$ cat src/rtl/fsm_counter_pkg.sv
// Shared definitions for the fsm_counter demo design: controller state
// encoding and the default counter width used by both the counter and its
// controller.
package fsm_counter_pkg;

  localparam int CNT_W_DEFAULT = 3;

  typedef enum logic [2:0] {
    IDLE  = 3'd0,
    START = 3'd1,
    RUN   = 3'd2,
    STOP  = 3'd3,
    DONE  = 3'd4
  } ctrl_state_t;

endpackage

$ cat src/rtl/fsm_counter_ctrl.sv
// Initiator for the fsm_counter start/stop interface. Takes a target over a
// valid/ready request channel, pulses start, waits for the counter to equal
// the target, pulses stop and returns the counter value sampled in the stop
// cycle over a valid/ready result channel.
// Optional feature macro: FSM_CTRL_TIMEOUT_EN adds a RUN-state watchdog of
// TIMEOUT_CYC cycles that forces a stop and flags done_err.
module fsm_counter_ctrl
  import fsm_counter_pkg::*;
#(
  parameter int CNT_W       = CNT_W_DEFAULT,
  parameter int TIMEOUT_CYC = 16
) (
  input  logic             clk,
  input  logic             rst,
  input  logic             req_valid,
  output logic             req_ready,
  input  logic [CNT_W-1:0] req_target,
  output logic             start,
  output logic             stop,
  input  logic [CNT_W-1:0] counter,
  output logic             busy,
  output logic             done_valid,
  input  logic             done_ready,
  output logic [CNT_W-1:0] done_count,
  output logic             done_err
);

  ctrl_state_t      state_reg;
  ctrl_state_t      state_next;
  logic [CNT_W-1:0] target_reg;
  logic [CNT_W-1:0] done_count_reg;
  logic             start_reg;
  logic             stop_reg;
  logic             done_valid_reg;
  logic             done_err_reg;
  logic             accept;
  logic             match;
  logic             timeout;

  // req_ready is only ever high in IDLE, so accepting needs just req_valid there
  assign accept = (state_reg == IDLE) && req_valid;
  // plain equality: a wrap of the counter never produces a false match
  assign match  = (counter == target_reg);

`ifdef FSM_CTRL_TIMEOUT_EN
  localparam int TO_W = $clog2(TIMEOUT_CYC + 1);
  logic [TO_W-1:0] run_cnt_reg;

  // Counts cycles spent in RUN; held at zero in every other state
  always_ff @(posedge clk or posedge rst) begin
    if (rst) begin
      run_cnt_reg <= '0;
    end else if (state_reg == RUN) begin
      run_cnt_reg <= run_cnt_reg + 1'b1;
    end else begin
      run_cnt_reg <= '0;
    end
  end

  // Fires in the last of TIMEOUT_CYC RUN cycles so STOP follows exactly
  // TIMEOUT_CYC edges after RUN entry
  assign timeout = (state_reg == RUN) && (run_cnt_reg == TO_W'(TIMEOUT_CYC - 1));
`else
  assign timeout = 1'b0;
`endif

  // State register
  always_ff @(posedge clk or posedge rst) begin
    if (rst) begin
      state_reg <= IDLE;
    end else begin
      state_reg <= state_next;
    end
  end

  // Next-state decode
  always_comb begin
    state_next = state_reg;
    unique case (state_reg)
      IDLE:  if (accept) state_next = (req_target == '0) ? DONE : START;
      START: state_next = RUN;
      RUN:   if (match || timeout) state_next = STOP;
      STOP:  state_next = DONE;
      DONE:  if (done_ready) state_next = IDLE;
      default: state_next = IDLE;
    endcase
  end

  // Handshake status decoded straight from the current state
  always_comb begin
    req_ready = 1'b0;
    busy      = 1'b1;
    if (state_reg == IDLE) begin
      req_ready = 1'b1;
      busy      = 1'b0;
    end
  end

  // Registered outputs: pulses and done_valid follow the state being entered,
  // so each is high for exactly the cycles spent in its state
  always_ff @(posedge clk or posedge rst) begin
    if (rst) begin
      start_reg      <= 1'b0;
      stop_reg       <= 1'b0;
      done_valid_reg <= 1'b0;
      done_count_reg <= '0;
      done_err_reg   <= 1'b0;
      target_reg     <= '0;
    end else begin
      start_reg      <= (state_next == START);
      stop_reg       <= (state_next == STOP);
      done_valid_reg <= (state_next == DONE);
      if (accept) begin
        target_reg   <= req_target;
        done_err_reg <= 1'b0;
        if (req_target == '0) begin
          done_count_reg <= '0;
        end
      end
      // a match in the timeout cycle wins, so the error is only a bare timeout
      if ((state_reg == RUN) && (state_next == STOP)) begin
        done_err_reg <= timeout && !match;
      end
      if (state_reg == STOP) begin
        done_count_reg <= counter;
      end
    end
  end

  assign start      = start_reg;
  assign stop       = stop_reg;
  assign done_valid = done_valid_reg;
  assign done_count = done_count_reg;
  assign done_err   = done_err_reg;

endmodule

$ cat config.mk
export PLATFORM = sky130hd
export DESIGN_NAME = fsm_counter_ctrl
export DESIGN_NICKNAME = d
export VERILOG_FILES = /design/src/rtl/fsm_counter_pkg.sv /design/src/rtl/fsm_counter_ctrl.sv
export SDC_FILE = /design/constraint.sdc
export NUM_CORES = 1
export LEC_CHECK = 0
export CELL_PAD_IN_SITES_DETAIL_PLACEMENT = 2
export CELL_PAD_IN_SITES_GLOBAL_PLACEMENT = 2
export CORE_AREA = 8 8 47 77
export CTS_CLUSTER_SIZE = 16
export DETAILED_ROUTE_END_ITERATION = 10
export DIE_AREA = 0 0 55 85
export GPL_ROUTABILITY_DRIVEN = 0
export PLACE_DENSITY = 0.76
export RECOVER_POWER = 25
export SLEW_MARGIN = 25
export SYNTH_ARGS = -nofsm -noshare
export SYNTH_HDL_FRONTEND = slang
export SYNTH_SLANG_ARGS = --single-unit
$ cat constraint.sdc
create_clock -name clk -period 1.25 [get_ports clk]
set_input_delay 0.1875 -clock clk [delete_from_list [all_inputs] [get_ports clk]]
set_output_delay 0.1875 -clock clk [all_outputs]
set_load 0.01 [all_outputs]
==> key figures, run 1 <==
Setup path
  – Crit end category: register
  – Critical path class: reg2reg
  – Worst endpoint data arrival time: 1480 ps
  – CP required: 1380 ps
  – Critical-path maximum fanout: 7
  – Critical path launch point type: register

Power and ir drop
  – Sw Pwr: just over 0.0007 W
  – Clock power frac: ~18%
  – Switch share: 35.7%
  – Maximum VDD drop: between 0.8 and 0.9 mV
  – Seq pwr share: roughly a third
  – Int Power: 0.00129 W
  – LEAKAGE: around 0.43 nW
  – Gate power share: approximately 50%
  – PwrDens: 2330 nW/µm²

Timing
  – RSZ-0062 raised after global routing: true
  – Final period util: 108%
  – Max Freq: 0.741 GHz
  – Worst setup slack after layout: -99.5 ps
  – Max Clock Skew: 2.50 ps
  – Final Setup Violations: 8
  – Final hold viol count: 0
  – Tmin final: 1350 ps
  – Final slew viol count: 0

Placed design
  – Post-Place Cells: roughly 100
  – Setup slack at placement: -288 ps
  – Port bufs: 17
  – DP Wirelength: between 1 and 1.5 mm

Synthesis
  – Async SR Flop Fraction: 100%
  – #FFs+latches synth: 12
  – Dominant cell type by area after synthesis: dfrtp_1
  – Top-area cell type share of the netlist area: 53.6%
  – Post-Syn Nets: 66
  – Seq/Total Area, Yosys: about 54%
  – Syn avg cell area: roughly 10 µm²
  – Ys flop type: dfrtp_1
  – YS warnings: 0
  – Area contributors post-synth: dfrtp_1 54%, nand2_1 11%, xnor2_1 4.7%
  – Post-Syn Instances: 56
  – Post-synth EDFFs: 0
  – Distinct cell type count after synthesis: 21
  – Netlist Area Pre-Place: between 500 and 600 µm²

Layout
  – NumNets Final: 94
  – Layout area overhead: 53.3%
  – Finished Layout Cells: about 110
  – Layout cells sized above 1: about 24%
  – N_diodes: 0
  – Filler cells: 313

Floorplanning
  – Area of the die: about 4700 µm²
  – Io pins: 19
  – Die Width: around 55 µm
  – Initial Utilization: approximately a fifth
  – Core area: about 2600 µm²
  – Die Y: between 80 and 90 µm
  – Rows: 25

Global routing
  – Vias in the first global route: 575
  – Largest net degree at the start of global routing: 13
  – Gr ovfl total: 0
  – Initial antenna violation count: 0
  – Global-route wire length before repair: roughly 2.7 mm
  – GRT Overall Usage: under 10%

Clock network
  – Clock buffer depth: 2
  – Clock latency on the worst-skew pair: ~240 ps
  – Clock transition at path regs: about 50 ps
  – Number of CTS-inserted buffers: 3
  – H-tree level count: 1
  – Clock sink count: 12
  – Root Driver: clkbuf_8
  – TritonCTS clock tree: done

Drt
  – Post-route ant nets: 0
  – Initial DRC Count: 1
  – Drt via density: 4.60
  – Routed WL: ~1.6 mm
  – DRT Pass-1 Iters: 4
  – Routed len/inst: 14.8 µm
  – DRC viols: 0
  – Routed vias: around 500

Hold path
  – Worst hold path class: in2async

Run status
  – Status: complete, but fails checks
  – Failing checks: negative setup slack

Run
  – Max Cap Viol: 0
## cells in the mapped netlist, types with 2 or more instances
cell / count
nand2b_1: 2
o21ai_1: 3
dfrtp_1: 12
or3_1: 3
xnor2_1: 3
inv_1: 3
nand2_1: 16
## kinds of logic after synthesis
logic type | count (synthesis) | share of synthesized area, %
buffers and inverters | 5 | 4.24
AND/OR/NAND/NOR | 30 | 31.0
XOR/XNOR | 4 | 6.25
other | 1 | 0.669
AO/OA/AOI/OAI | 4 | 4.24
flip-flops | 12 | 53.6
## final timing paths
| check | startpoint | to | slack [ps] | depth (start not counted) |
|---|---|---|---|---|
| worst max register to register | state_reg[1]$_DFF_PP0_ | target_reg[1]$_DFFE_PP0P_ | -100 | 4 |
| min in group clk | target_reg[0]$_DFFE_PP0P_ | target_reg[0]$_DFFE_PP0P_ | 510 | 2 |
| max in group asynchronous | rst | state_reg[2]$_DFF_PP0_ | 530 | 2 |
| worst min-delay path | rst | start$_DFF_PP0_ | 400 | 2 |
| worst max-delay path | state_reg[1]$_DFF_PP0_ | target_reg[1]$_DFFE_PP0P_ | -100 | 4 |
| worst min register to register | target_reg[0]$_DFFE_PP0P_ | target_reg[0]$_DFFE_PP0P_ | 510 | 2 |
## layer usage
metal | routed length (µm) | global-route usage, % | vias to the layer above
li1 | - | - | 236
met1 | 477 | 7.45 | 247
met4 | 58 | 6.59 | 0
met3 | 70 | 1.23 | 4
met2 | 1010 | 14.6 | 14
met5 | 0 | 0 | -
## layout by cell type, fill, tap and decap left out, types with 2 or more instances in the layout
cell	Yosys	layout
nand2_1	16	14
dfrtp_1	12	12
clkdlybuf4s50_1	0	8
buf_4	1	7
dlygate4sd2_1	0	6
o21ai_1	3	3
xnor2_1	3	3
clkbuf_8	0	3
nand2_2	0	2
nand2b_1	2	2
or3_1	3	2
inv_1	3	2
buf_6	0	2
## final cells by class
type,instances,area [µm²],area share [%]
clock buffer,3,41.3,4.80
multi-input combinational,39,250,29.1
timing repair buffer,25,223,25.9
inverter,3,11.3,1.31
sequential,12,300,34.9
tap,27,33.8,3.93
## worst max-delay path: stages, from the launching register on
cell     delay (ps)
dfrtp_1         390
buf_6           150
or4b_4          570
nand2_2          90
nand2_1          50
## power by group through the flow
stage / registers [W] / clock network (W) / logic (W)
after floorplan: 0.000718 / 0 / 0.000434
after global placement: 0.000633 / 0 / 0.000970
after detailed placement: 0.000652 / 0 / 0.00101
after CTS: 0.000648 / 0.000369 / 0.000962
after global routing: 0.000677 / 0.000380 / 0.00110
final: 0.000648 / 0.000352 / 0.00100
## stage by stage
step / hold slack, ps / TNS [ps] / total power [W] / utilization [%] / cell area (µm²)
floorplan: 52.2 / 0 / 0.00115 / - / 567
global placement: 483 / -1910 / 0.00160 / 30.5 / 801
detailed placement: 500 / -2240 / 0.00166 / 30.5 / 801
CTS: 287 / -788 / 0.00198 / 32.1 / 845
global route: 448 / -1110 / 0.00216 / 32.7 / 860
finish: 395 / -577 / 0.00200 / 32.7 / 860
## repair_timing
item | 4_1_cts | 5_1_grt
setup endpoints to repair | 16 | 12
pin swaps | 3 | 2
buffers inserted | 2 | 0
gates resized for setup | 16 | 4
hold buffers | 0 | 0
Power figures use the tool's default switching activity.
==> run 2: changes to the inputs <==
--- a/config.mk
+++ b/config.mk
@@ -12,7 +12,7 @@
 export DETAILED_ROUTE_END_ITERATION = 10
 export DIE_AREA = 0 0 55 85
 export GPL_ROUTABILITY_DRIVEN = 0
-export PLACE_DENSITY = 0.76
+export PLACE_DENSITY_LB_ADDON = 0.1
 export RECOVER_POWER = 25
 export SLEW_MARGIN = 25
 export SYNTH_ARGS = -nofsm -noshare
==> run 2 against run 1 <==
Net effect:
- the flow still finishes with violations (negative setup slack)
- final cell count rose by 4.6%
- setup slack worse by 12 ps
- via count increased by 1.8%
- routed wire length rose by 4.8%
- critical endpoint is now req_ready
==> key figures, run 2 (synthesis results as in run 1) <==
Drt
  – Routed WL: 1.69 mm (was 1.62 mm)
  – DRT Pass-1 Iters: 2 (was 4)
  – DRC viols: 0 (unchanged)
  – Drt via density: 4.47 (was 4.60)
  – Highest metal used: met4 (unchanged)
  – Post-route ant nets: 0 (unchanged)
  – Routed len/inst: 14.9 µm (was 14.8 µm)
  – Met2 WL: 937 µm (was 1.01 mm)
  – Routed vias: 510 (was 501)
  – DRT met1 WL: 598 µm (was 477 µm)
  – Initial DRC Count: 1 (unchanged)
  – DR WL met3: 118 µm (was 70 µm)

Global routing
  – Vias in the first global route: 611 (was 575)
  – GRT Overall Usage: 8.11% (was 8.25%)
  – Largest net degree at the start of global routing: 13 (unchanged)
  – Initial antenna violation count: 0 (unchanged)
  – Gr ovfl total: 0 (unchanged)
  – Global-route wire length before repair: 2.79 mm (was 2.75 mm)

Timing
  – Max Clock Skew: 0.887 ps (was 2.50 ps)
  – Worst setup slack after layout: -112 ps (was -99.5 ps)
  – Tmin final: 1360 ps (was 1350 ps)
  – Relative slew slack: 54.4%
  – Final hold viol count: 0 (unchanged)
  – Final slew viol count: 0 (unchanged)
  – Final period util: 109% (was 108%)
  – Final Setup Violations: 7 (was 8)
  – RSZ-0062 raised after global routing: true (unchanged)
  – Slew @ Worst Pin: a little under 700 ps
  – Max Freq: 0.734 GHz (was 0.741 GHz)

Setup path
  – Critical path class: reg2out (was reg2reg)
  – RR Startpoint: state_reg[0]$_DFF_PP0_ (was state_reg[1]$_DFF_PP0_)
  – Critical-path maximum fanout: 2 (was 7)
  – Reg2reg setup slack: -90 ps (was -100 ps)
  – Worst endpoint data arrival time: 1170 ps (was 1480 ps)
  – CP required: 1060 ps (was 1380 ps)
  – RR Endpoint: target_reg[1]$_DFFE_PP0P_ (unchanged)
  – Critical path launch point type: register (unchanged)
  – Crit end category: output port (was register)
  – Worst Reg2Reg Path Length in Cells: 4 (unchanged)

Clock network
  – TritonCTS clock tree: done (unchanged)
  – H-tree level count: 1 (unchanged)
  – Clock sink count: 12 (unchanged)
  – Root Driver: clkbuf_8 (unchanged)
  – Number of CTS-inserted buffers: 3 (unchanged)
  – Clock buffer depth: 2 (unchanged)
  – Clock transition at path regs: 50 ps (about the same)
  – Clock latency on the worst-skew pair: 240 ps (about the same)

Floorplanning
  – Io pins: 19 (unchanged)
  – Initial Utilization: 21.3% (unchanged)
  – Core area: 2630 µm² (unchanged)
  – Area of the die: 4680 µm² (unchanged)
  – Die Width: 55 µm (unchanged)
  – Rows: 25 (unchanged)
  – Die Y: 85 µm (unchanged)

Layout
  – Commonest cells after routing, fill and taps aside: 13 x nand2_1, 12 x dfrtp_1, 9 x buf_4, 8 x clkdlybuf4s50_1, 6 x dlygate4sd2_1 (was 14 x nand2_1, 12 x dfrtp_1, 8 x clkdlybuf4s50_1, 7 x buf_4, 6 x dlygate4sd2_1)
  – Layout cells sized above 1: 32.2% (was 24.4%)
  – Final Core Density: 35.3% (was 32.7%)
  – NumNets Final: 98 (was 94)
  – N_diodes: 0 (unchanged)
  – Most common cell after layout, fill and taps aside: nand2_1 (unchanged)
  – Layout area overhead: 65.4% (was 53.3%)
  – Finished Layout Cells: 114 (was 109)
  – Filler cells: 313 (unchanged)

Power and ir drop
  – PwrDens: 2330 nW/µm² (about the same)
  – Maximum VDD drop: 1.03 mV (was 0.891 mV)
  – LEAKAGE: 0.464 nW (was 0.433 nW)

Placed design
  – Post-Place Cells: 107 (was 104)
  – DP Wirelength: 1.40 mm (was 1.31 mm)
  – Port bufs: 17 (unchanged)

Hold path
  – WHS Endpoint: target_reg[2]$_DFFE_PP0P_
  – Hold path start: target_reg[2]$_DFFE_PP0P_
  – Hold depth: 2
  – Worst hold path class: reg2reg (was in2async)

Run status
  – Status: complete, but fails checks (unchanged)
  – Failing checks: negative setup slack (unchanged)

Run
  – Max Cap Viol: 0 (unchanged)
## run 2: layer usage
metal	vias up	GRT usage [%]
met3	5	2.63
li1	245	-
met4	0	3.96
met1	245	8.26
met2	15	13.8
met5	-	0
## run 2: repair_timing
action | CTS | global route
buffers inserted | 1 | 2
resized for setup | 18 | 7
endpoints found under the setup margin | 16 | 13
hold buffers | 0 | 0
pin swaps | 2 | 7
## run 2: critical path, stage by stage, from the launching register on
cell     delay [ps]
dfrtp_1         390
or3_4           390
inv_2            60
buf_6            90
## run 2: stage by stage
stage	total power (W)	worst slack [ps]	setup TNS [ps]	hold WS [ps]	cell area (µm²)
floorplan	0.00115	4.87	0	52.2	567
global placement	0.00163	-256	-1850	481	823
detailed placement	0.00167	-313	-2100	491	823
CTS	0.00210	-140	-768	250	893
global route	0.00233	-147	-1100	543	927
finish	0.00216	-112	-569	501	927
## run 2: cell type report
cell class	instances	area (µm²)	area share, %
Tap cell	27	33.8	3.64
Sequential cell	12	300	32.4
Timing Repair Buffer	29	253	27.3
Multi-Input combinational cell	39	274	29.6
Inverter	3	11.3	1.21
Clock buffer	4	55.1	5.94
## run 2: where the power goes
group          switching (W)  internal (W)
Sequential         0.0000967      0.000557
Clock               0.000147      0.000279
Combinational       0.000515      0.000564
## run 2: how the worst max path moves through the flow
stage / from / end / slack [ps] / cells past startpoint
after global placement: state_reg[1]$_DFF_PP0_ / req_ready / -260 / 3
after detailed placement: state_reg[1]$_DFF_PP0_ / req_ready / -310 / 3
after global routing: state_reg[2]$_DFF_PP0_ / req_ready / -150 / 3
after CTS: state_reg[2]$_DFF_PP0_ / req_ready / -140 / 3
final: state_reg[2]$_DFF_PP0_ / req_ready / -110 / 3
after floorplan: state_reg[0]$_DFF_PP0_ / target_reg[0]$_DFFE_PP0P_ / 5 / 4
